[src/rtl/pixel_fetch.sv]
// pixel_fetch: streams one IMG_W x IMG_H frame from synchronous-read memory as valid/ready pixels.
// Define PIXEL_THRESH_EN to binarise each byte against THRESH (255 if >= THRESH, else 0).
module pixel_fetch #(
  parameter int IMG_W     = 28,
  parameter int IMG_H     = 28,
  parameter int ADDR_W    = 10,
  parameter int BASE_ADDR = 0,
  parameter int THRESH    = 128
) (
  input  logic              clk,
  input  logic              rst_n,
  input  logic              start,
  output logic              busy,
  output logic              done,
  output logic              mem_rd,
  output logic [ADDR_W-1:0] mem_addr,
  input  logic [7:0]        mem_rdata,
  output logic [7:0]        pix_data,
  output logic              pix_valid,
  input  logic              pix_ready,
  output logic              pix_last,
  output logic [4:0]        pix_row,
  output logic [4:0]        pix_col
);

  localparam int NPIX  = IMG_W * IMG_H;
  localparam int CNT_W = $clog2(NPIX + 1);

`ifdef PIXEL_THRESH_EN
  localparam bit THRESH_ON = 1'b1;
`else
  localparam bit THRESH_ON = 1'b0;
`endif

  typedef enum logic [1:0] {IDLE, FETCH, DRAIN, DONE} state_t;

  state_t           state;
  logic [CNT_W-1:0] rd_cnt;
  logic [4:0]       out_row;
  logic [4:0]       out_col;
  logic             ret;
  logic [7:0]       slot [2];
  logic             rd_ptr;
  logic             wr_ptr;
  logic [1:0]       fifo_cnt;
  logic [7:0]       ret_byte;
  logic             credit;
  logic             hs;
  logic             push;
  logic             pop;
  logic             at_last;

  assign ret_byte = THRESH_ON ? ((mem_rdata >= 8'(THRESH)) ? 8'hFF : 8'h00) : mem_rdata;

  // ret marks a byte on mem_rdata this cycle; counting it with the FIFO caps outstanding bytes at two
  assign credit   = (fifo_cnt == 2'd0) || ((fifo_cnt == 2'd1) && !ret);
  assign mem_rd   = (state == FETCH) && credit;
  assign mem_addr = mem_rd ? (ADDR_W'(BASE_ADDR) + ADDR_W'(rd_cnt)) : '0;

  // An empty FIFO lets a returning byte bypass straight to the output, giving latency 2
  assign pix_valid = ret || (fifo_cnt != 2'd0);
  assign pix_data  = ((fifo_cnt == 2'd0) && ret) ? ret_byte : slot[rd_ptr];
  assign at_last   = (out_row == 5'(IMG_H - 1)) && (out_col == 5'(IMG_W - 1));
  assign pix_last  = pix_valid && at_last;
  assign pix_row   = out_row;
  assign pix_col   = out_col;

  assign hs   = pix_valid && pix_ready;
  assign push = ret && !((fifo_cnt == 2'd0) && pix_ready);
  assign pop  = hs && (fifo_cnt != 2'd0);

  always_ff @(posedge clk or negedge rst_n) begin
    if (!rst_n) begin
      ret      <= 1'b0;
      fifo_cnt <= 2'd0;
      rd_ptr   <= 1'b0;
      wr_ptr   <= 1'b0;
      slot[0]  <= 8'd0;
      slot[1]  <= 8'd0;
    end else begin
      ret <= mem_rd;
      if (push) begin
        slot[wr_ptr] <= ret_byte;
        wr_ptr       <= ~wr_ptr;
      end
      if (pop) begin
        rd_ptr <= ~rd_ptr;
      end
      fifo_cnt <= fifo_cnt + 2'(push) - 2'(pop);
    end
  end

  // Output tags follow handshakes, so they always describe the FIFO head
  always_ff @(posedge clk or negedge rst_n) begin
    if (!rst_n) begin
      state   <= IDLE;
      busy    <= 1'b0;
      done    <= 1'b0;
      rd_cnt  <= '0;
      out_row <= 5'd0;
      out_col <= 5'd0;
    end else begin
      done <= 1'b0;
      if (hs) begin
        if (out_col == 5'(IMG_W - 1)) begin
          out_col <= 5'd0;
          out_row <= at_last ? 5'd0 : out_row + 5'd1;
        end else begin
          out_col <= out_col + 5'd1;
        end
      end
      if (mem_rd) begin
        rd_cnt <= rd_cnt + CNT_W'(1);
      end
      case (state)
        IDLE: begin
          if (start) begin
            state   <= FETCH;
            busy    <= 1'b1;
            rd_cnt  <= '0;
            out_row <= 5'd0;
            out_col <= 5'd0;
          end
        end
        FETCH: begin
          if (mem_rd && (rd_cnt == CNT_W'(NPIX - 1))) begin
            state <= DRAIN;
          end
        end
        DRAIN: begin
          if (hs && at_last) begin
            state <= DONE;
            busy  <= 1'b0;
            done  <= 1'b1;
          end
        end
        DONE: begin
          state <= IDLE;
        end
        default: begin
          state <= IDLE;
        end
      endcase
    end
  end

endmodule

[config.mk]
export PLATFORM = sky130hd
export DESIGN_NAME = pixel_fetch
export DESIGN_NICKNAME = d
export VERILOG_FILES = /design/src/rtl/pixel_fetch.sv
export SDC_FILE = /design/constraint.sdc
export NUM_CORES = 1
export LEC_CHECK = 0
export BUFFER_PORTS_ARGS = -buffer_cell sky130_fd_sc_hd__buf_4
export CORE_ASPECT_RATIO = 1.2
export CORE_MARGIN = 2
export CORE_UTILIZATION = 40
export CTS_CLUSTER_SIZE = 24
export DETAILED_ROUTE_END_ITERATION = 16
export PLACE_DENSITY = 0.64
export SETUP_SLACK_MARGIN = 0.2
export SYNTH_ARGS = -nofsm -noshare
export SYNTH_HDL_FRONTEND = slang
export SYNTH_SLANG_ARGS = --single-unit
export TNS_END_PERCENT = 20
[constraint.sdc]
create_clock -name clk -period 4.1 [get_ports clk]
set_clock_uncertainty 0.2 [all_clocks]
set_input_delay 0.615 -clock clk [delete_from_list [all_inputs] [get_ports clk]]
set_output_delay 0.615 -clock clk [all_outputs]
set_load 0.01 [all_outputs]
==> impl_metrics.csv <==
group,metric,value,unit
outcome,outcome,"completed",
timing,worstMarginPinSlew,797,ps
yosys,synth_nets,239,
yosys,synthMuxAreaShare,12.6,%
power,ir_worst_vdd,372,µV
timing,layout_setup_ws,1330,ps
global_route,grt_max_degree,46,
yosys,yosys.area_share.simple,19.9,%
drt,routed_wl,4.45,mm
cells_and_area,drive_above_1_share,28.2,%
global_route,grt_usage,15.1,%
clocking,cts_setup_buffers,0,
global_route,grt_pass1_wl,7.43,mm
yosys,ys_warn_count,0,
cells_and_area,final.fill_count,542,
clocking,cts_tree,"built",
yosys,seq_area_frac_synth,48.7,%
critical_path,cp-startpoint,"state[1]",
yosys,yosysMostFrequentCell,"dfrtp_1",
clocking,clock_sinks,45,
cells_and_area,area_growth,20.2,%
flow_run,cap_violations,0,
floorplanning,die_h,87.3,µm
clocking,holdBufCountCts,0,
drt,first_iter_violations,78,
critical_path,cp_data_required_time,3280,ps
drt,vias_per_cell,5.19,
yosys,synth_area_leaders,"dfrtp_1, mux2_2, ha_1",
cells_and_area,stdcell_area,0.00278,mm²
power,swShare,35.7,%
critical_path,r2r_slack,1940,ps
clocking,cts_made_buffers,5,
clocking,htree_levels,2,
floorplanning,io_pins,45,
critical_path,cp-end-kind,"output port",
critical_path,cp.depth,6,
critical_path,crit_buf_inv,2,
place,dpl_cell_area,0.00269,mm²
power,leakagePower,0.00137,µW
clocking,cts_buffer_depth,2,
floorplanning,rows,30,
yosys,ys_types,38,
floorplanning,die_area,0.00641,mm²
cells_and_area,diodes,0,
timing,final_hold_viol_count,0,
timing,period_share,67.4,%
power,pwr-share-comb,40.4,%
clocking,post_cts_resized,0,
clocking,clock-root-buffer,"clkbuf_8",
critical_path,path_max_fanout,12,
critical_path,critical-path-top-delay-family,"simple AND/OR/NAND/NOR gates",
global_route,grt.overflow.total,0,
yosys,yosysTopAreaCell,"dfrtp_1",
critical_path,cp_slowest_cell,"dfrtp_1",
timing,slew_viol_final,0,
floorplanning,floorplan.initialDensity,41.1,%
power,p_clk_share,17.0,%
drt,dr_total_vias,1693,
drt,ant_nets,0,
clocking,clk_pin_slew,100,ps
timing,fin_tns_setup,0,ps
power,power_frac_seq,42.5,%
cells_and_area,num-nets-final,282,
power,p_per_area,603,mW/mm²
timing,grt_setup_unrepaired,"false",
timing,slew_headroom,46.9,%
drt,drtPass1Iterations,4,
critical_path,crit_end,"mem_addr[0]",
yosys,netlist_instances,218,
power,power_switching,598,µW
place,pre_cts_ws,1660,ps
critical_path,path_class,"reg2out",
drt,wl_per_cell,13.7,µm
critical_path,arrival,1950,ps
yosys,synthXorXnorAreaFrac,4.55,%
floorplanning,core_area,0.00563,mm²
place,io_buffer_count,44,
critical_path,timing.rr.end,"state[1]",
global_route,antenna_found_initial,0,
yosys,synthFlopType,"dfrtp_1",
worst_hold_path,hp-class,"in2async",
yosys,synth.top_cell.area_share,48.7,%
critical_path,crit_path_frequent_cell,"ha_1",
yosys,async_reset_ff_share,100,%
clocking,clkLatencyLatePin,300,ps
yosys,synthTopCellsByCount,"dfrtp_1, nand2_1, mux2_2",
yosys,avgSynthCellArea,10.6,µm²
yosys,synth_compound_area_share,7.25,%
drt,drcViolationCount,0,
global_route,grt_pass1_vias,1596,
power,power.total,1680,µW
yosys,synth_fa_ha_area_share,4.87,%
timing,clock.fmax,362,MHz
power,p_int,1080,µW
timing,min_period,2770,ps
critical_path,worstRegToRegCells,7,
timing,setup_violations,0,
place,gp_congestion,0.741,
yosys,synth_edf_count,0,
yosys,synth_top_family_by_area,"simple AND/OR/NAND/NOR gates",
critical_path,reg2reg_from,"state[1]",
critical_path,cp_cell_sequence,"inv_1, ha_1, nor2b_2, and2_0, ha_1, buf_4",
critical_path,slowest_delay,400,ps
place,hpwl,3.17,mm
yosys,mappedNetlistArea,0.00231,mm²
critical_path,startpoint_type,"flip-flop",
floorplanning,fp.dieW,73.4,µm
yosys,ys_ff_latch,45,
==> per-layer routing <==
| metal | global-route usage (%) | wire (µm) |
|---|---|---|
| met5 | 0 | 0 |
| met4 | 4.96 | 42 |
| met3 | 3.70 | 154 |
| met2 | 25.5 | 2280 |
| met1 | 18.9 | 1980 |
==> kinds of logic (layout without fill, tap and decap cells) <==
family / Yosys count / in the layout
flip-flops: 45 / 45
XOR/XNOR: 12 / 12
multiplexers: 27 / 27
AND/OR/NAND/NOR: 87 / 87
buffers and inverters: 11 / 55
AO/OA/AOI/OAI: 27 / 27
adder cells (fa/ha/maj): 9 / 9
==> final cells by class <==
cell class	count	area, µm²	share of cell area [%]
Clock buffer	5	68.8	2.48
Clock inverter	3	25.0	0.900
Inverter	3	11.3	0.405
Multi-Input combinational cell	162	1140	40.9
Sequential cell	45	1130	40.5
Tap cell	64	80.1	2.88
Timing Repair Buffer	44	330	11.9
==> state kept, by name (all words and copies together), names as in the netlist <==
name,flops
wr_ptr,1
fifo_cnt,2
pix_row,5
rd_ptr,1
pix_col,5
ret,1
rd_cnt,10
done,1
busy,1
slot,16
state,2
==> power groups by stage <==
stage               clock, µW  combinational [µW]  sequential, µW
floorplan                   0                 472             684
global placement            0                 673             718
detailed placement          0                 693             724
CTS                       297                 694             715
global route              319                 763             735
finish                    286                 677             712
==> per-stage QoR <==
step           util [%]  instances  hold slack, ps
5_1_grt            49.4        326             131
6_report           49.4        326             104
4_1_cts            49.4        326             125
3_5_place_dp       47.7        318             296
3_3_place_gp       47.7        318             286
2_1_floorplan         -        218             119
==> cell usage in the layout, fill, tap and decap left out, types with 2 or more instances in the layout <==
cell type and n:
buf_4 44, mux2i_1 10, and3_1 14, xor2_1 7, and2_1 5, o21ai_0 11
xnor2_1 5, inv_6 2, nor2_1 16, inv_1 3, dfrtp_1 45, nand3_1 8
nor2b_1 3, a21oi_1 8, and4_1 2, mux2_2 17, and4b_1 2, or3_1 2
clkbuf_8 5, nand2_1 22, ha_1 9, nor3_1 4
==> worst min path at each step <==
| stage | startpoint | end | slack [ps] | depth (start not counted) |
|---|---|---|---|---|
| 5_1_grt | rst_n | slot[13] | 130 | 1 |
| 3_3_place_gp | slot[5] | slot[5] | 290 | 1 |
| 4_1_cts | rst_n | slot[13] | 120 | 1 |
| 6_report | rst_n | slot[3] | 100 | 1 |
| 2_1_floorplan | rst_n | busy | 120 | 0 |
| 3_5_place_dp | slot[15] | slot[15] | 300 | 1 |
Note: power is estimated with default switching activity, not from simulation.
